$ cat config.mk
export PLATFORM = sky130hd
export DESIGN_NAME = cipu_out_arbiter
export DESIGN_NICKNAME = d
export VERILOG_FILES = /design/src/rtl/cipu_pkg.sv /design/src/rtl/cipu_rr_pick.sv /design/src/rtl/cipu_out_arbiter.sv
export SDC_FILE = /design/constraint.sdc
export NUM_CORES = 1
export LEC_CHECK = 0
export ABC_AREA = 0
export ABC_CLOCK_PERIOD_IN_PS = 2600
export BUFFER_PORTS_ARGS = -buffer_cell sky130_fd_sc_hd__buf_2
export CAP_MARGIN = 20
export CORE_MARGIN = 2
export CORE_UTILIZATION = 45
export CTS_CLUSTER_DIAMETER = 80
export DETAILED_ROUTE_END_ITERATION = 10
export GPL_TIMING_DRIVEN = 0
export PLACE_DENSITY = 0.73
export SYNTH_ARGS = -nofsm -noshare
export SYNTH_HDL_FRONTEND = slang
export SYNTH_SLANG_ARGS = --single-unit
$ cat constraint.sdc
create_clock -name clk -period 2.6 [get_ports clk]
set_clock_uncertainty 0.15 [all_clocks]
set_input_delay 0.26 -clock clk [delete_from_list [all_inputs] [get_ports clk]]
set_output_delay 0.26 -clock clk [all_outputs]
set_load 0.02 [all_outputs]
$ cat src/rtl/cipu_pkg.sv
// cipu_pkg: shared source ids, arbiter state encoding and CIPU producer character constants
package cipu_pkg;

    localparam logic [1:0] SRC_FIFO  = 2'd0;
    localparam logic [1:0] SRC_LIFO  = 2'd1;
    localparam logic [1:0] SRC_FIFO2 = 2'd2;

    typedef enum logic {
        ST_IDLE = 1'b0,
        ST_LOCK = 1'b1
    } state_t;

    localparam logic [7:0] CH_DOLLAR = "$";
    localparam logic [7:0] CH_SEMI   = ";";
    localparam logic [7:0] CH_ZERO   = "0";

    function automatic logic [1:0] next_src(input logic [1:0] s);
        return (s == SRC_FIFO2) ? SRC_FIFO : s + 2'd1;
    endfunction

endpackage

$ cat src/rtl/cipu_rr_pick.sv
// cipu_rr_pick: combinational 3-way winner select (starved first, then fixed or round-robin)
//   elig     eligible sources
//   starved  sources whose wait counter hit the limit
//   ptr      last winner (round-robin starts after it)
//   mode_rr  1 = round-robin, 0 = lowest index
//   win      winning source index, valid when found
//   found    at least one eligible source
module cipu_rr_pick
    import cipu_pkg::*;
(
    input  logic [2:0] elig,
    input  logic [2:0] starved,
    input  logic [1:0] ptr,
    input  logic       mode_rr,
    output logic [1:0] win,
    output logic       found
);
    logic [2:0] hot;
    logic [1:0] c1, c2, low, rr, st;

    assign hot   = elig & starved;
    assign c1    = next_src(ptr);
    assign c2    = next_src(c1);
    assign st    = hot[0] ? SRC_FIFO : hot[1] ? SRC_LIFO : SRC_FIFO2;
    assign low   = elig[0] ? SRC_FIFO : elig[1] ? SRC_LIFO : SRC_FIFO2;
    assign rr    = elig[c1] ? c1 : elig[c2] ? c2 : ptr;
    assign win   = |hot ? st : mode_rr ? rr : low;
    assign found = |elig;

endmodule

$ cat src/rtl/cipu_out_arbiter.sv
// cipu_out_arbiter: packet scheduler sharing one registered output bus between three CIPU streams
//   clk, rst (async, active-low)
//   mode_rr       1 = round-robin, 0 = fixed priority, used only for IDLE decisions
//   session_clr   clears FIFO2 enable and pkt_count
//   lifo_done     arms FIFO2 eligibility
//   req_valid/req_data/req_last/req_ready   per-source beat port, src i at [i*DW +: DW]
//   out_valid/out_data/out_src/out_last/out_ready   registered downstream port
//   pkt_done      per-source pulse after a last beat leaves downstream
//   busy          packet in flight or output register occupied
//   pkt_count     packets delivered since reset or session_clr
module cipu_out_arbiter
    import cipu_pkg::*;
#(
    parameter int DW       = 8,
    parameter int MAX_WAIT = 15
) (
    input  logic          clk,
    input  logic          rst,
    input  logic          mode_rr,
    input  logic          session_clr,
    input  logic          lifo_done,
    input  logic [2:0]    req_valid,
    input  logic [3*DW-1:0] req_data,
    input  logic [2:0]    req_last,
    output logic [2:0]    req_ready,
    input  logic          out_ready,
    output logic          out_valid,
    output logic [DW-1:0] out_data,
    output logic [1:0]    out_src,
    output logic          out_last,
    output logic [2:0]    pkt_done,
    output logic          busy,
    output logic [7:0]    pkt_count
);
    state_t     state, state_nx;
    logic [1:0] owner, rr_ptr, win;
    logic       found, grant, load, fire, xfer_ok, fifo2_en;
    logic [2:0] elig, starved;
    logic [7:0] wait_cnt [3];

    // FIFO2 may only drain once the LIFO session has reported done
    assign elig    = {req_valid[2] & fifo2_en, req_valid[1:0]};
    assign xfer_ok = !out_valid || out_ready;
    assign grant   = state == ST_IDLE && found;
    assign load    = state == ST_LOCK && req_valid[owner] && xfer_ok;
    assign fire    = out_valid && out_ready && out_last;
    assign busy    = state != ST_IDLE || out_valid;

    always_comb begin
        for (int i = 0; i < 3; i++) starved[i] = wait_cnt[i] == 8'(MAX_WAIT);
    end

    cipu_rr_pick u_pick (
        .elig    (elig),
        .starved (starved),
        .ptr     (rr_ptr),
        .mode_rr (mode_rr),
        .win     (win),
        .found   (found)
    );

    always_ff @(posedge clk or negedge rst) begin
        if (!rst) state <= ST_IDLE;
        else      state <= state_nx;
    end

    always_comb begin
        state_nx  = state;
        req_ready = '0;
        if (state == ST_IDLE) begin
            state_nx = found ? ST_LOCK : ST_IDLE;
        end else begin
            req_ready = xfer_ok ? (3'b001 << owner) : 3'b000;
            state_nx  = (load && req_last[owner]) ? ST_IDLE : ST_LOCK;
        end
    end

    always_ff @(posedge clk or negedge rst) begin
        if (!rst) begin
            owner     <= SRC_FIFO;
            rr_ptr    <= SRC_FIFO2;
            fifo2_en  <= 1'b0;
            out_valid <= 1'b0;
            out_data  <= '0;
            out_src   <= SRC_FIFO;
            out_last  <= 1'b0;
            pkt_done  <= '0;
            pkt_count <= '0;
        end else begin
            if (grant) begin
                owner  <= win;
                rr_ptr <= win;
            end
            // session_clr beats lifo_done, which beats the end-of-FIFO2-packet clear
            fifo2_en  <= session_clr ? 1'b0 : lifo_done ? 1'b1 :
                         (load && owner == SRC_FIFO2 && req_last[2]) ? 1'b0 : fifo2_en;
            out_valid <= load || (out_valid && !out_ready);
            if (load) begin
                out_data <= req_data[owner*DW +: DW];
                out_src  <= owner;
                out_last <= req_last[owner];
            end
            pkt_done  <= fire ? (3'b001 << out_src) : 3'b000;
            pkt_count <= session_clr ? 8'd0 : pkt_count + 8'(fire);
        end
    end

    // a source only accumulates wait while eligible and not holding the bus
    always_ff @(posedge clk or negedge rst) begin
        if (!rst) begin
            for (int i = 0; i < 3; i++) wait_cnt[i] <= '0;
        end else begin
            for (int i = 0; i < 3; i++)
                wait_cnt[i] <= (!elig[i] || (grant && win == 2'(i)) || (state == ST_LOCK && owner == 2'(i))) ? 8'd0 :
                               starved[i] ? wait_cnt[i] : wait_cnt[i] + 8'd1;
        end
    end

endmodule

# Word level (Yosys, flattened, before mapping)

Index checks and enable logic that the tools add are counted.

Add/sub/neg operators: 6
Magnitude comparators: 3
Equality and inequality tests: 12
Shift operators: 3
Mux-type cells: 34
Bitwise gates (word level): 3
Reduce and logical (&&, ||, !) cells: 34

Operator list:

| cell                                                        | number |
|---|---|
| two-way mux 8 bit                                           | 7 |
| adder 8 x 1 -> 8 bit (second input constant)                | 3 |
| == test 8 x 4 -> 1 bit (second input constant)              | 3 |
| indexed part select 24 x 6 -> 8 bit                         | 1 |
| two-way mux 2 bit                                           | 10 |
| logical AND 1 bit                                           | 15 |
| two-way mux 1 bit                                           | 10 |
| logical OR 1 bit                                            | 9 |
| less-than comparator 2 x 3 -> 1 bit (second input constant) | 3 |
| two-way mux 3 bit                                           | 3 |
| adder 8 x 1 -> 8 bit                                        | 1 |
| binary-select mux 1 bit (select 2 bit)                      | 4 |
| == test 2 bit (second input constant)                       | 4 |
| != test 2 x 1 -> 1 bit (second input constant)              | 3 |
| OR reduction 3 bit                                          | 2 |
| << shifter 1 x 2 -> 3 bit (first input constant)            | 2 |
| zero test 1 bit                                             | 5 |
| adder 2 x 1 -> 2 bit (second input constant)                | 2 |
| == test 2 x 1 -> 1 bit (second input constant)              | 2 |
| zero test 2 bit                                             | 2 |
| AND 3 bit                                                   | 1 |
| nonzero test 3 bit                                          | 1 |
| AND 1 bit                                                   | 1 |
| NOT 1 bit                                                   | 1 |

Register bits: 53
Input port bits: 36
Output and inout port bits: 27

# Logic depth before layout (Yosys ltp)

Depth after elaboration: 15
Gate-level depth with buffers: 7

# Hierarchy

From an unflattened synthesis, not the netlist that was laid out.

Cell total of the unflattened synthesis: 263
Area total of the unflattened synthesis: 2693.8 um^2

Modules (own cells, without submodules):

| module           | times used | cells each | area each (um^2) |
|---|---|---|---|
| cipu_out_arbiter | 1          | 248        | 2602.5 |
| cipu_rr_pick     | 1          | 15         | 91.3 |

# Least setup slack after synthesis

Ideal clock, no wire load.

Path type: flip-flop to flip-flop
Start: register wait_cnt[4] (netlist name)
End: register wait_cnt[16] (netlist name)
Library setup time: 0.133 ns
Data arrival time: 1.820 ns
Data required time: 2.317 ns
Slack: 0.497 ns
Stages on the path, launching flop included: 6
Buffers on the path: 0
Period minus slack after synthesis: 2.103 ns
Cells stage by stage: dfrtp_1 -> or4_4 -> o32a_1 -> a21bo_1 -> o31ai_4 -> nor2_1

Longest elaborated chain between the ends: 9
Elaborated cells between the ends (all ways): 10
Those cells by class: eq/ne: 2; mux: 2; bitwise: 1; reduce/logical: 5

Ends and longest elaborated chain:

| what                                                                         | line                    | source |
|---|---|---|
| start: declaration                                                           | cipu_out_arbiter.sv:39  | `logic [7:0] wait_cnt [3];` |
| start signal: indexed assignment                                             | cipu_out_arbiter.sv:114 | `wait_cnt[i] <= (!elig[i] \|\| (grant && win == 2'(i)) \|\| (state == ST_LOCK && owner == 2'(i))) ? 8'd0 :` |
| == test 8 x 4 -> 1 bit *                                                     | cipu_out_arbiter.sv:50  | `for (int i = 0; i < 3; i++) starved[i] = wait_cnt[i] == 8'(MAX_WAIT);` |
| AND 3 bit *                                                                  | cipu_rr_pick.sv:21      | `assign hot = elig & starved;` |
| OR reduction 3 bit *                                                         | cipu_rr_pick.sv:27      | `assign win = \|hot ? st : mode_rr ? rr : low;` |
| two-way mux 2 bit *                                                          | cipu_rr_pick.sv:27      |  |
| zero test 2 bit *                                                            | cipu_out_arbiter.sv:114 |  |
| logical AND 1 bit *                                                          | cipu_out_arbiter.sv:114 |  |
| logical OR 1 bit * (2 in series)                                             | cipu_out_arbiter.sv:114 |  |
| != test 2 x 1 -> 1 bit (no source line) or two-way mux 8 bit (tied branches) | -                       |  |

Mark *: on every way between the ends. The rest lies on a longest branch, timed or not.
A chain may end at the register's enable or synchronous reset.

# Final worst setup path

Start: register owner[0]
End: output req_ready[0]

Longest elaborated chain between the ends: 3

Ends and longest elaborated chain:

| what                      | line                   | source |
|---|---|---|
| start: declaration        | cipu_out_arbiter.sv:36 | `logic [1:0] owner, rr_ptr, win;` |
| start signal: assignment  | cipu_out_arbiter.sv:91 | `owner <= win;` |
| << shifter 1 x 2 -> 3 bit | cipu_out_arbiter.sv:73 | `req_ready = xfer_ok ? (3'b001 << owner) : 3'b000;` |
| two-way mux 3 bit         | cipu_out_arbiter.sv:73 |  |
| two-way mux 3 bit         | cipu_out_arbiter.sv:70 | `if (state == ST_IDLE) begin` |
| end: declaration          | cipu_out_arbiter.sv:25 | `output logic [2:0] req_ready,` |

No other way between the ends.

==> impl_metrics.yaml <==
route:
  wl_mm: 5.567
  antenna_left: 0
  drtIter0Drc: 79
  vias: 2199
  wl_per_cell_um: 13.29
  viasPerCell: 5.248
  firstDrtPassIters: 4
  drc: 0
clock_tree:
  clk_latency_ns: 0.30
  htreeDepth: 2
  cts.clk_slew.worst_paths_ns: 0.09
  cts-root-buf: "clkbuf_8"
  cts_sinks: 52
  clockBufferDepth: 2
  cts_resized: 0
  cts_tree: "done"
  cts_buffers: 5
floorplan:
  io_pins: 63
  die_h_um: 80.80
  rows: 27
  die_area_um2: 6528
  die_w_um: 80.80
  initial_core_util_pct: 47.32
  core-area_um2: 5608
sta:
  worstMarginPinSlew_ns: 0.8322
  clock.fmax_mhz: 418.1
  setup_tns_ns: 0
  setup_viol: 0
  fin_crit_ns: 2.392
  rsz0062_at_grt: "no"
  slew_headroom_pct: 44.01
  holdWs_ns: 0.03757
  finalHoldViolations: 0
  slew_viol_final: 0
  finalCritPeriodShare_pct: 92.00
setup_path:
  worst_setup_path_start_kind: "flip-flop"
  r2r_start: "wait_cnt[4]"
  crit_path_max_fanout: 10
  ff2ff_setup_slack_ns: 0.24
  r2r_end: "wait_cnt[2]"
  reg2reg_depth: 5
  arrival_ns: 1.98
  critical_path_class: "reg -> out"
  crit_required_ns: 2.19
  crit_path_end_kind: "output pin"
worst_hold_path:
  hold_depth: 3
  min_from: "lifo_done"
  worstHoldPathType: "in -> reg"
  whs_endpoint: "fifo2_en"
place:
  dpl.hpwl_mm: 4.069
  place_congestion: 0.7769
  port_buffers: 61
global_routing:
  track_usage_pct: 18.50
  antenna_found_initial: 0
  grt_pass1_vias: 2146
  grt_overflow: 0
  grt_first_pass_wirelength_mm: 9.432
  grt_max_degree: 32
synth:
  synth_nets: 317
  yosysWarnings: 0
  seq_area_frac_synth_pct: 49.08
  synthArstFlopShare_pct: 100.0
  synth_cell_types: 42
  synth_flop_cell: "dfrtp_1"
  syn_area_um2: 2654
  avgSynthCellArea_um2: 9.615
  synth-seq-cells: 52
  synth_edf_count: 0
  syn_inst: 276
outcome:
  outcome: "finished, final reports clean"
finish:
  drive_gt1_share_pct: 24.78
  syn_to_final_growth_pct: 20.79
  antenna-diode-count: 0
  nets: 387
run:
  cap_violations: 0
power:
  p_leak_uw: 0.001592
  power_density_nw_per_um2: 826.3
  ir_worst_vdd_uv: 446.1
synthesized netlist by cell type, types with 2 or more instances:
| cell | instances | area (um^2) |
|---|---|---|
| clkbuf_1 | 8 | 30.03 |
| nand2b_1 | 3 | 18.77 |
| xnor2_1 | 9 | 78.83 |
| mux2_2 | 3 | 33.78 |
| dfrtp_1 | 51 | 1276 |
| ha_1 | 5 | 62.56 |
| nor4_1 | 2 | 12.51 |
| nor3b_1 | 2 | 15.01 |
| nand3b_1 | 2 | 15.01 |
| and3_1 | 13 | 81.33 |
| nand2_1 | 28 | 105.1 |
| nand3_1 | 19 | 95.09 |
| inv_1 | 3 | 11.26 |
| o21ai_0 | 14 | 70.07 |
| nor3_1 | 7 | 35.03 |
| xor2_1 | 9 | 78.83 |
| or2_2 | 2 | 12.51 |
| a22o_2 | 2 | 20.02 |
| nor2_1 | 39 | 146.4 |
| a21oi_1 | 16 | 80.08 |
| mux2i_1 | 12 | 120.1 |
| nor2b_1 | 5 | 31.28 |
| a21o_1 | 3 | 22.52 |
report_power, final:
| group | leakage [uW] | total, uW | internal, uW | switching (uW) |
|---|---|---|---|---|
| Sequential | 0.000695 | 1070 | 963 | 106 |
| Combinational | 0.000833 | 980 | 378 | 602 |
| Clock | 0.0000645 | 600 | 340 | 260 |
repair_timing:
action,4_1_cts,5_1_grt
setup endpoints to repair,0,0
hold buffers,1,0
endpoints found under the hold margin,20,0
buffers inserted,0,0
layer usage:
metal	track usage (%)	vias to the layer above	routed length [um]
met4	4.746	0	51
met1	23.22	1043	2539
met3	4.111	5	201
li1	-	1102	-
met2	32.42	49	2775
met5	0	-	0
critical path: stages, from the launching register on:
cell,delay (ns)
dfrtp_1,0.34
clkbuf_1,0.41
buf_1,0.61
nor3_1,0.13
buf_2,0.19
flip-flops by register name, indices dropped and copies added (netlist names):
register,cells
wait_cnt,24
out_data,8
pkt_count,8
pkt_done,3
out_src,2
owner,2
fifo2_en,1
out_last,1
out_valid,1
rr_ptr,1
state,1
final cells by class:
class,count,area (um^2)
flip-flops and latches,52,1303
repair buffers,63,335.3
plain buffers,9,33.78
well taps,72,90.09
multi-input cells,212,1306
fillers,525,2402
clock inverters,1,30.03
clock buffers,7,96.34
inverters,3,11.26
worst max-delay path by stage:
stage                           start  slack [ns]           end
final                        owner[0]        0.21  req_ready[0]
after global placement    wait_cnt[4]        0.30   wait_cnt[2]
after detailed placement  wait_cnt[4]        0.29   wait_cnt[2]
after global routing      wait_cnt[4]        0.09   wait_cnt[5]
after floorplan           wait_cnt[4]        0.50  wait_cnt[16]
after CTS                    owner[0]        0.20  req_ready[0]
placed cells by master (no fill, tap or decap), drive strengths merged, types with 12 or more instances in the layout:
cell type,Yosys,layout
nor2,39,39
dfrtp,51,51
o21ai,15,15
nand3,19,19
nand2,28,28
mux2i,12,12
clkbuf,8,15
and3,14,14
a21oi,16,16
buf,1,63
cells by family after synthesis:
kind of cell	after synthesis	synth area share, %
AND/OR/NAND/NOR	126	22.91
flip-flops	52	49.08
AO/OA/AOI/OAI	48	12.21
XOR/XNOR	18	5.941
multiplexers	15	5.799
buffers and inverters	12	1.697
adder cells (fa/ha/maj)	5	2.357
per-stage QoR:
step                      std cells  cell area, um^2  setup slack, ns  total power [uW]  utilization (%)
after floorplan                 276             2654           0.4975              1752                -
after global placement          409             3049           0.2952              2040            54.37
after detailed placement        410             3069           0.2948              2070            54.73
after CTS                       419             3206           0.2046              2667            57.16
after global routing            419             3206          0.08672              2812            57.16
final                           419             3206           0.2080              2649            57.16
(Power assumes the default switching activity.)
